**config.mk**
```make
export PLATFORM = sky130hd
export DESIGN_NAME = dmac_engine_flat
export DESIGN_NICKNAME = d
export VERILOG_FILES = /design/src/rtl/dmac_engine_pkg.sv /design/src/rtl/dmac_engine_if.sv /design/src/rtl/dmac_engine_dp.sv /design/src/rtl/dmac_engine.sv /design/src/flat_wrapper.sv
export SDC_FILE = /design/constraint.sdc
export NUM_CORES = 1
export LEC_CHECK = 0
export CAP_MARGIN = 20
export CELL_PAD_IN_SITES_DETAIL_PLACEMENT = 0
export CELL_PAD_IN_SITES_GLOBAL_PLACEMENT = 2
export CORE_UTILIZATION = 30
export DETAILED_ROUTE_END_ITERATION = 12
export PLACE_DENSITY_LB_ADDON = 0.1
export SLEW_MARGIN = 30
export SYNTH_ARGS = -nofsm -noshare
export SYNTH_HDL_FRONTEND = slang
export SYNTH_HIERARCHICAL = 1
export SYNTH_SLANG_ARGS = --single-unit
```
**constraint.sdc**
```tcl
create_clock -name clk -period 4.35 [get_ports clk]
set_input_delay 0.435 -clock clk [delete_from_list [all_inputs] [get_ports clk]]
set_output_delay 0.435 -clock clk [all_outputs]
set_load 0.01 [all_outputs]
```
**src/rtl/dmac_engine_pkg.sv**
```systemverilog
// Shared types and constants for the DMAC transfer engine.
// The optional sticky interrupt is enabled by defining DMAC_ENGINE_INTR_EN.
package dmac_engine_pkg;

  localparam int DATA_W = 32;
  localparam logic [DATA_W-1:0] ADDR_INC_DEFAULT = 32'h1;
  localparam logic [DATA_W-1:0] DESC_SIZE_ZERO   = 32'h0;

  typedef enum logic [2:0] {
    ST_IDLE,
    ST_POP,
    ST_LATCH,
    ST_REQ,
    ST_RD,
    ST_RWAIT,
    ST_WR,
    ST_DONE
  } state_e;

endpackage

```
**src/rtl/dmac_engine_if.sv**
```systemverilog
// Descriptor FIFO and shared memory bus signals between the engine and its surroundings.
interface dmac_engine_if;

  logic                                fifo_empty;
  logic                                fifo_rd_en;
  logic [dmac_engine_pkg::DATA_W-1:0]  fifo_dout0;
  logic [dmac_engine_pkg::DATA_W-1:0]  fifo_dout1;
  logic [dmac_engine_pkg::DATA_W-1:0]  fifo_dout2;
  logic                                m_req;
  logic                                m_grant;
  logic                                m_we;
  logic                                m_en;
  logic [dmac_engine_pkg::DATA_W-1:0]  m_addr;
  logic [dmac_engine_pkg::DATA_W-1:0]  m_dout;
  logic [dmac_engine_pkg::DATA_W-1:0]  m_din;

  modport master (
    input  fifo_empty, fifo_dout0, fifo_dout1, fifo_dout2, m_grant, m_din,
    output fifo_rd_en, m_req, m_we, m_en, m_addr, m_dout
  );

  modport slave (
    output fifo_empty, fifo_dout0, fifo_dout1, fifo_dout2, m_grant, m_din,
    input  fifo_rd_en, m_req, m_we, m_en, m_addr, m_dout
  );

endinterface

```
**src/rtl/dmac_engine_dp.sv**
```systemverilog
// Engine datapath: source/destination/count/read-buffer registers and the bus address/data mux.
module dmac_engine_dp
  import dmac_engine_pkg::*;
#(
  parameter logic [DATA_W-1:0] ADDR_INC = ADDR_INC_DEFAULT
) (
  input  logic              clk,
  input  logic              reset,
  input  logic              latch_i,
  input  logic              capture_i,
  input  logic              step_i,
  input  logic              rd_sel_i,
  input  logic              wr_sel_i,
  input  logic [DATA_W-1:0] src_i,
  input  logic [DATA_W-1:0] dst_i,
  input  logic [DATA_W-1:0] size_i,
  input  logic [DATA_W-1:0] rdata_i,
  output logic [DATA_W-1:0] addr_o,
  output logic [DATA_W-1:0] wdata_o,
  output logic              last_o
);

  logic [DATA_W-1:0] src_q, src_d;
  logic [DATA_W-1:0] dst_q, dst_d;
  logic [DATA_W-1:0] cnt_q, cnt_d;
  logic [DATA_W-1:0] rbuf_q, rbuf_d;

  always_comb begin
    src_d  = src_q;
    dst_d  = dst_q;
    cnt_d  = cnt_q;
    rbuf_d = rbuf_q;
    if (latch_i) begin
      src_d = src_i;
      dst_d = dst_i;
      cnt_d = size_i;
    end
    if (step_i) begin
      src_d = src_q + ADDR_INC;
      dst_d = dst_q + ADDR_INC;
      cnt_d = cnt_q - 32'd1;
    end
    if (capture_i) begin
      rbuf_d = rdata_i;
    end
  end

  always_ff @(posedge clk or posedge reset) begin
    if (reset) begin
      src_q  <= '0;
      dst_q  <= '0;
      cnt_q  <= '0;
      rbuf_q <= '0;
    end else begin
      src_q  <= src_d;
      dst_q  <= dst_d;
      cnt_q  <= cnt_d;
      rbuf_q <= rbuf_d;
    end
  end

  // Idle bus cycles drive zeros so several masters can be OR-combined.
  assign addr_o  = rd_sel_i ? src_q : (wr_sel_i ? dst_q : '0);
  assign wdata_o = wr_sel_i ? rbuf_q : '0;
  assign last_o  = (cnt_q == 32'd1);

endmodule

```
**src/rtl/dmac_engine.sv**
```systemverilog
// DMAC transfer engine: pops descriptors and copies words one read/write pair at a time.
// Define DMAC_ENGINE_INTR_EN to get a sticky interrupt flag cleared by intr_clr.
module dmac_engine
  import dmac_engine_pkg::*;
#(
  parameter logic [DATA_W-1:0] ADDR_INC = ADDR_INC_DEFAULT
) (
  input  logic          clk,
  input  logic          reset,
  input  logic          op_start,
  input  logic          intr_clr,
  dmac_engine_if.master bus,
  output logic          busy,
  output logic          done,
  output logic          interrupt
);

  state_e state_q, state_d;

  logic fifoRdEn, mReq, mEn, mWe;
  logic latchDesc, captureRd, stepAddr, rdSel, wrSel, lastWord;
  logic [DATA_W-1:0] mAddr, mDout;

  always_ff @(posedge clk or posedge reset) begin
    if (reset) state_q <= ST_IDLE;
    else       state_q <= state_d;
  end

  // Grant is only looked at in REQ and at the end of WR, so a read/write pair is never split.
  always_comb begin
    state_d   = state_q;
    fifoRdEn  = 1'b0;
    mReq      = 1'b0;
    mEn       = 1'b0;
    mWe       = 1'b0;
    latchDesc = 1'b0;
    captureRd = 1'b0;
    stepAddr  = 1'b0;
    rdSel     = 1'b0;
    wrSel     = 1'b0;
    case (state_q)
      ST_IDLE:  if (op_start && !bus.fifo_empty) state_d = ST_POP;
      ST_POP: begin
        fifoRdEn = 1'b1;
        state_d  = ST_LATCH;
      end
      ST_LATCH: begin
        latchDesc = 1'b1;
        state_d   = (bus.fifo_dout2 == DESC_SIZE_ZERO) ? ST_DONE : ST_REQ;
      end
      ST_REQ: begin
        mReq = 1'b1;
        if (bus.m_grant) state_d = ST_RD;
      end
      ST_RD: begin
        mReq    = 1'b1;
        mEn     = 1'b1;
        rdSel   = 1'b1;
        state_d = ST_RWAIT;
      end
      ST_RWAIT: begin
        mReq      = 1'b1;
        captureRd = 1'b1;
        state_d   = ST_WR;
      end
      ST_WR: begin
        mReq     = 1'b1;
        mEn      = 1'b1;
        mWe      = 1'b1;
        wrSel    = 1'b1;
        stepAddr = 1'b1;
        if (lastWord)         state_d = ST_DONE;
        else if (bus.m_grant) state_d = ST_RD;
        else                  state_d = ST_REQ;
      end
      ST_DONE:  state_d = ST_IDLE;
      default:  state_d = ST_IDLE;
    endcase
  end

  dmac_engine_dp #(.ADDR_INC(ADDR_INC)) u_dp (
    .clk       (clk),
    .reset     (reset),
    .latch_i   (latchDesc),
    .capture_i (captureRd),
    .step_i    (stepAddr),
    .rd_sel_i  (rdSel),
    .wr_sel_i  (wrSel),
    .src_i     (bus.fifo_dout0),
    .dst_i     (bus.fifo_dout1),
    .size_i    (bus.fifo_dout2),
    .rdata_i   (bus.m_din),
    .addr_o    (mAddr),
    .wdata_o   (mDout),
    .last_o    (lastWord)
  );

  assign bus.fifo_rd_en = fifoRdEn;
  assign bus.m_req      = mReq;
  assign bus.m_en       = mEn;
  assign bus.m_we       = mWe;
  assign bus.m_addr     = mAddr;
  assign bus.m_dout     = mDout;

  assign busy = (state_q != ST_IDLE);
  assign done = (state_q == ST_DONE);

`ifdef DMAC_ENGINE_INTR_EN
  logic intr_q;

  // Setting in DONE takes priority over a coincident clear.
  always_ff @(posedge clk or posedge reset) begin
    if (reset)                   intr_q <= 1'b0;
    else if (state_q == ST_DONE) intr_q <= 1'b1;
    else if (intr_clr)           intr_q <= 1'b0;
  end

  assign interrupt = intr_q;
`else
  logic intr_clr_unused;
  assign intr_clr_unused = intr_clr;
  assign interrupt       = 1'b0;
`endif

endmodule
```
**src/flat_wrapper.sv**
```systemverilog
// flat-port wrapper written by rule: the top's interface ports become plain ports
module dmac_engine_flat import dmac_engine_pkg::*;
#(
  parameter logic [DATA_W-1:0] ADDR_INC = ADDR_INC_DEFAULT
)
  (clk, reset, op_start, intr_clr, busy, done, interrupt, bus_fifo_empty, bus_fifo_dout0, bus_fifo_dout1, bus_fifo_dout2, bus_m_grant, bus_m_din, bus_fifo_rd_en, bus_m_req, bus_m_we, bus_m_en, bus_m_addr, bus_m_dout);
  dmac_engine_if bus_i ();
  input  logic clk;
  input  logic reset;
  input  logic op_start;
  input  logic intr_clr;
  output logic busy;
  output logic done;
  output logic interrupt;
  input wire logic [$bits(bus_i.fifo_empty)-1:0] bus_fifo_empty;
  input wire logic [$bits(bus_i.fifo_dout0)-1:0] bus_fifo_dout0;
  input wire logic [$bits(bus_i.fifo_dout1)-1:0] bus_fifo_dout1;
  input wire logic [$bits(bus_i.fifo_dout2)-1:0] bus_fifo_dout2;
  input wire logic [$bits(bus_i.m_grant)-1:0] bus_m_grant;
  input wire logic [$bits(bus_i.m_din)-1:0] bus_m_din;
  output wire logic [$bits(bus_i.fifo_rd_en)-1:0] bus_fifo_rd_en;
  output wire logic [$bits(bus_i.m_req)-1:0] bus_m_req;
  output wire logic [$bits(bus_i.m_we)-1:0] bus_m_we;
  output wire logic [$bits(bus_i.m_en)-1:0] bus_m_en;
  output wire logic [$bits(bus_i.m_addr)-1:0] bus_m_addr;
  output wire logic [$bits(bus_i.m_dout)-1:0] bus_m_dout;
  assign bus_i.fifo_empty = bus_fifo_empty;
  assign bus_i.fifo_dout0 = bus_fifo_dout0;
  assign bus_i.fifo_dout1 = bus_fifo_dout1;
  assign bus_i.fifo_dout2 = bus_fifo_dout2;
  assign bus_i.m_grant = bus_m_grant;
  assign bus_i.m_din = bus_m_din;
  assign bus_fifo_rd_en = bus_i.fifo_rd_en;
  assign bus_m_req = bus_i.m_req;
  assign bus_m_we = bus_i.m_we;
  assign bus_m_en = bus_i.m_en;
  assign bus_m_addr = bus_i.m_addr;
  assign bus_m_dout = bus_i.m_dout;
  dmac_engine #(.ADDR_INC(ADDR_INC)) u_core (.clk(clk), .reset(reset), .op_start(op_start), .intr_clr(intr_clr), .bus(bus_i), .busy(busy), .done(done), .interrupt(interrupt));
endmodule
```
==> summary.txt <==
Global route
  • Pin count of the biggest net entering global routing: 110
  • Initial antenna violation count: 2
  • GRT Total Usage: 0.201
  • Via count of the first global-routing pass: 7,556
  • Global-route wire length before repair: 44.0 mm
  • Aggregate global routing overflow: 0

Worst setup path
  • Data arrival, critical path: 3.02 ns
  • Critical path capture point type: output port
  • Element type at the critical path start: flop
  • Critical path class: reg -> out
  • Slowest stage cell, crit path: dfrtp_1
  • WP data required: 3.91 ns
  • Slowest stage delay, CP: 0.60 ns
  • Cell-by-cell trace of the critical path: nor2b_1 -> and2_4 -> buf_12 -> nand2_1 -> o21ai_0 -> clkdlybuf4s50_1
  • Largest fanout of any net on the critical path: 48

STA
  • Final count of negative-setup-slack endpoints: 0
  • Worst hold margin: 0.264 ns
  • RSZ-0062 raised after global routing: no
  • Total count of max-transition violations in the final report: 0
  • Final cycle utilization of the critical path: 0.794
  • Setup Skew: 0.0184 ns
  • Peak clock frequency supported by timing: 289 MHz
  • Max-Slew Margin vs Limit: 0.393
  • Transition time at the pin with the least slew margin: 0.908 ns
  • Hold Fails Final Rpt: 0
  • Accumulated negative setup slack: 0 ns
  • Post-route minimum period: 3.46 ns

Floorplan
  • Die area: 0.0283 mm2
  • Vertical die dimension: 168 um
  • Number of placement rows: 60
  • Initial core utilization: 0.306
  • Horizontal extent of the die: 168 um
  • IO Pins: 205
  • Area inside the core boundary: 0.0270 mm2

Flow run
  • Number of maximum-capacitance constraint violations: 0

Synth
  • Share of the yosys chip area belonging to registers: 0.396
  • Mapped Area: 0.00828 mm2
  • Post-synthesis net count: 1,088
  • Number of synthesized register bits: 131
  • Mean post-synth cell area: 8.72 um2
  • Async set-reset flop share out of synthesis: 1.00
  • Number of different library cells in the post-synthesis netlist: 63
  • Count of flip-flops with a built-in enable after synthesis: 0
  • Total number of yosys warnings: 6
  • Top flip-flop cell by instance count after synthesis: dfrtp_1
  • Cells after Synth: 950

Clock tree
  • Largest buffer count on any clock path: 2
  • CTS tree: built
  • CTS clock-pin slew for the worst setup and hold paths: 0.07 ns
  • Clock network latency to the later pin of the worst-skew pair: 0.43 ns
  • Number of CTS-inserted buffers: 17
  • Count of cells resized by post-cts repair: 0
  • CTS Hold Bufs: 0
  • Total clock sinks: 131
  • Root buf cell: clkbuf_16
  • Buffer count from post-CTS setup fixing: 0
  • Clock H-tree levels: 4

Place
  • Routability congestion estimate: 0.771
  • Count of placed standard cells including taps: 1,444
  • Count of buffers from port buffering: 202
  • Placed wire-length estimate after detailed placement: 19.6 mm

Routing
  • Remaining number of nets flagged by the antenna check after routing: 0
  • DR pass1 iterations: 4
  • Number of DRC markers in iteration 0: 447
  • Final routed wire length divided by cell count: 18.6 um
  • Remaining routing DRC violations: 0
  • Per-cell via count in the routed design: 5.11
  • Routed vias: 7,543
  • Total detailed-routing wirelength: 27.4 mm

Finish
  • Commonest non-fill, non-tap cells in the layout: clkdlybuf4s50_1 (202), dfrtp_1 (131), nand2_1 (110)
  • Leading cell type in the layout, fill and taps excluded: clkdlybuf4s50_1
  • Growth of design area from synthesis to finish: 35.6%
  • Number of non-filler instances in the completed layout: 1,477
  • Nets@finish: 1,260
  • Fraction of final layout cells sized beyond drive strength 1: 0.0943

Power
  • Highest ir drop seen on vdd: 287 uV
  • Pleak: 4.07 nW
  • Pwr/cell area: 675 mW/mm2

Outcome
  • Result of the run: completed

Min path
  • Hold/Removal Path Class: in -> async
## cells by family (layout without fill, tap and decap cells)
logic type / count (synthesis) / count (layout) / synth area share
AND/OR/NAND/NOR: 399 / 399 / 0.265
AO/OA/AOI/OAI: 228 / 228 / 0.170
flip-flops: 131 / 131 / 0.396
buffers and inverters: 80 / 265 / 0.0388
XOR/XNOR: 64 / 64 / 0.0677
multiplexers: 43 / 43 / 0.0568
adder cells (fa/ha/maj): 4 / 4 / 0.00604
other: 1 / 2 / 0.000453
## state kept, by name, summed over array words and instances, names as in the netlist
register,cells
u_core/u_dp/cnt_q,32
u_core/u_dp/dst_q,32
u_core/u_dp/rbuf_q,32
u_core/u_dp/src_q,32
u_core/state_q,3
## cell type report
cell class | instances | area, um2
well taps | 341 | 427
repair buffers | 220 | 2180
inverters | 13 | 51.3
clock inverters | 14 | 144
clock buffers | 18 | 439
fillers | 2779 | 15800
diodes | 1 | 2.50
flip-flops and latches | 131 | 3280
multi-input cells | 739 | 4710
## Yosys cell counts (all sizes together) (4+ instances only)
cell    number  area share
xor2        23       0.024
a311oi       5      0.0053
and4         8      0.0085
mux2i       11       0.013
buf         15      0.0092
a21oi       73       0.044
nand4       23       0.019
o211a        4      0.0048
nor2        44       0.020
a211oi      56       0.051
nand3       34       0.021
ha           4      0.0060
and2        36       0.027
o21ai       57       0.034
nor3        27       0.017
dfrtp      131        0.40
nand2      110       0.050
nor2b       53       0.040
a22oi        4      0.0036
and3        12      0.0091
or3          7      0.0053
o22ai       10      0.0083
inv         13      0.0059
or4          4      0.0041
nand2b       5      0.0047
xnor2       41       0.043
nor4        24       0.026
clkbuf      52       0.024
mux2        32       0.044
## through the flow
stage / instance area (um2) / utilization / total power (W) / setup WS (ns)
floorplan: 8280 / - / 0.00482 / 0.502
global placement: 10600 / 0.394 / 0.00612 / 1.28
detailed placement: 10600 / 0.394 / 0.00616 / 1.31
CTS: 11200 / 0.415 / 0.00767 / 0.816
global route: 11200 / 0.415 / 0.00822 / 0.652
finish: 11200 / 0.416 / 0.00757 / 0.895
## metal layers
layer / global-route usage / share of wire / up-vias
met1: 0.279 / 0.47 / 3590
met5: 0 / 0.00036 / -
met4: 0.0403 / 0.0073 / 2
li1: - / - / 3767
met2: 0.305 / 0.45 / 172
met3: 0.0642 / 0.073 / 12
## worst max-delay path, delay by kind of cell, from the launching register on
| kind | cells | cell delay [ns] |
|---|---|---|
| AND/OR/NAND/NOR | 3 | 0.85 |
| buffers and inverters | 2 | 0.86 |
| flip-flops | 1 | 0.60 |
| AO/OA/AOI/OAI | 1 | 0.25 |
## power breakdown
group	total, W	internal, W	switching (W)
Sequential	0.00267	0.00186	0.000816
Clock	0.00146	0.000822	0.000638
Combinational	0.00344	0.00173	0.00172
## worst paths after layout
kind / start / end / slack [ns] / cells past startpoint
max: u_core/state_q[2] / bus_m_addr[26] / 0.89 / 6
min: reset / u_core/state_q[2] / 0.26 / 2
max reg2reg: u_core/state_q[2] / u_core/u_dp/cnt_q[22] / 1.36 / 8
min reg2reg: u_core/u_dp/rbuf_q[25] / u_core/u_dp/rbuf_q[25] / 0.49 / 1
max in group asynchronous: reset / u_core/u_dp/rbuf_q[15] / 2.82 / 3
min in group clk: u_core/u_dp/rbuf_q[25] / u_core/u_dp/rbuf_q[25] / 0.49 / 1
(Power assumes the default switching activity.)
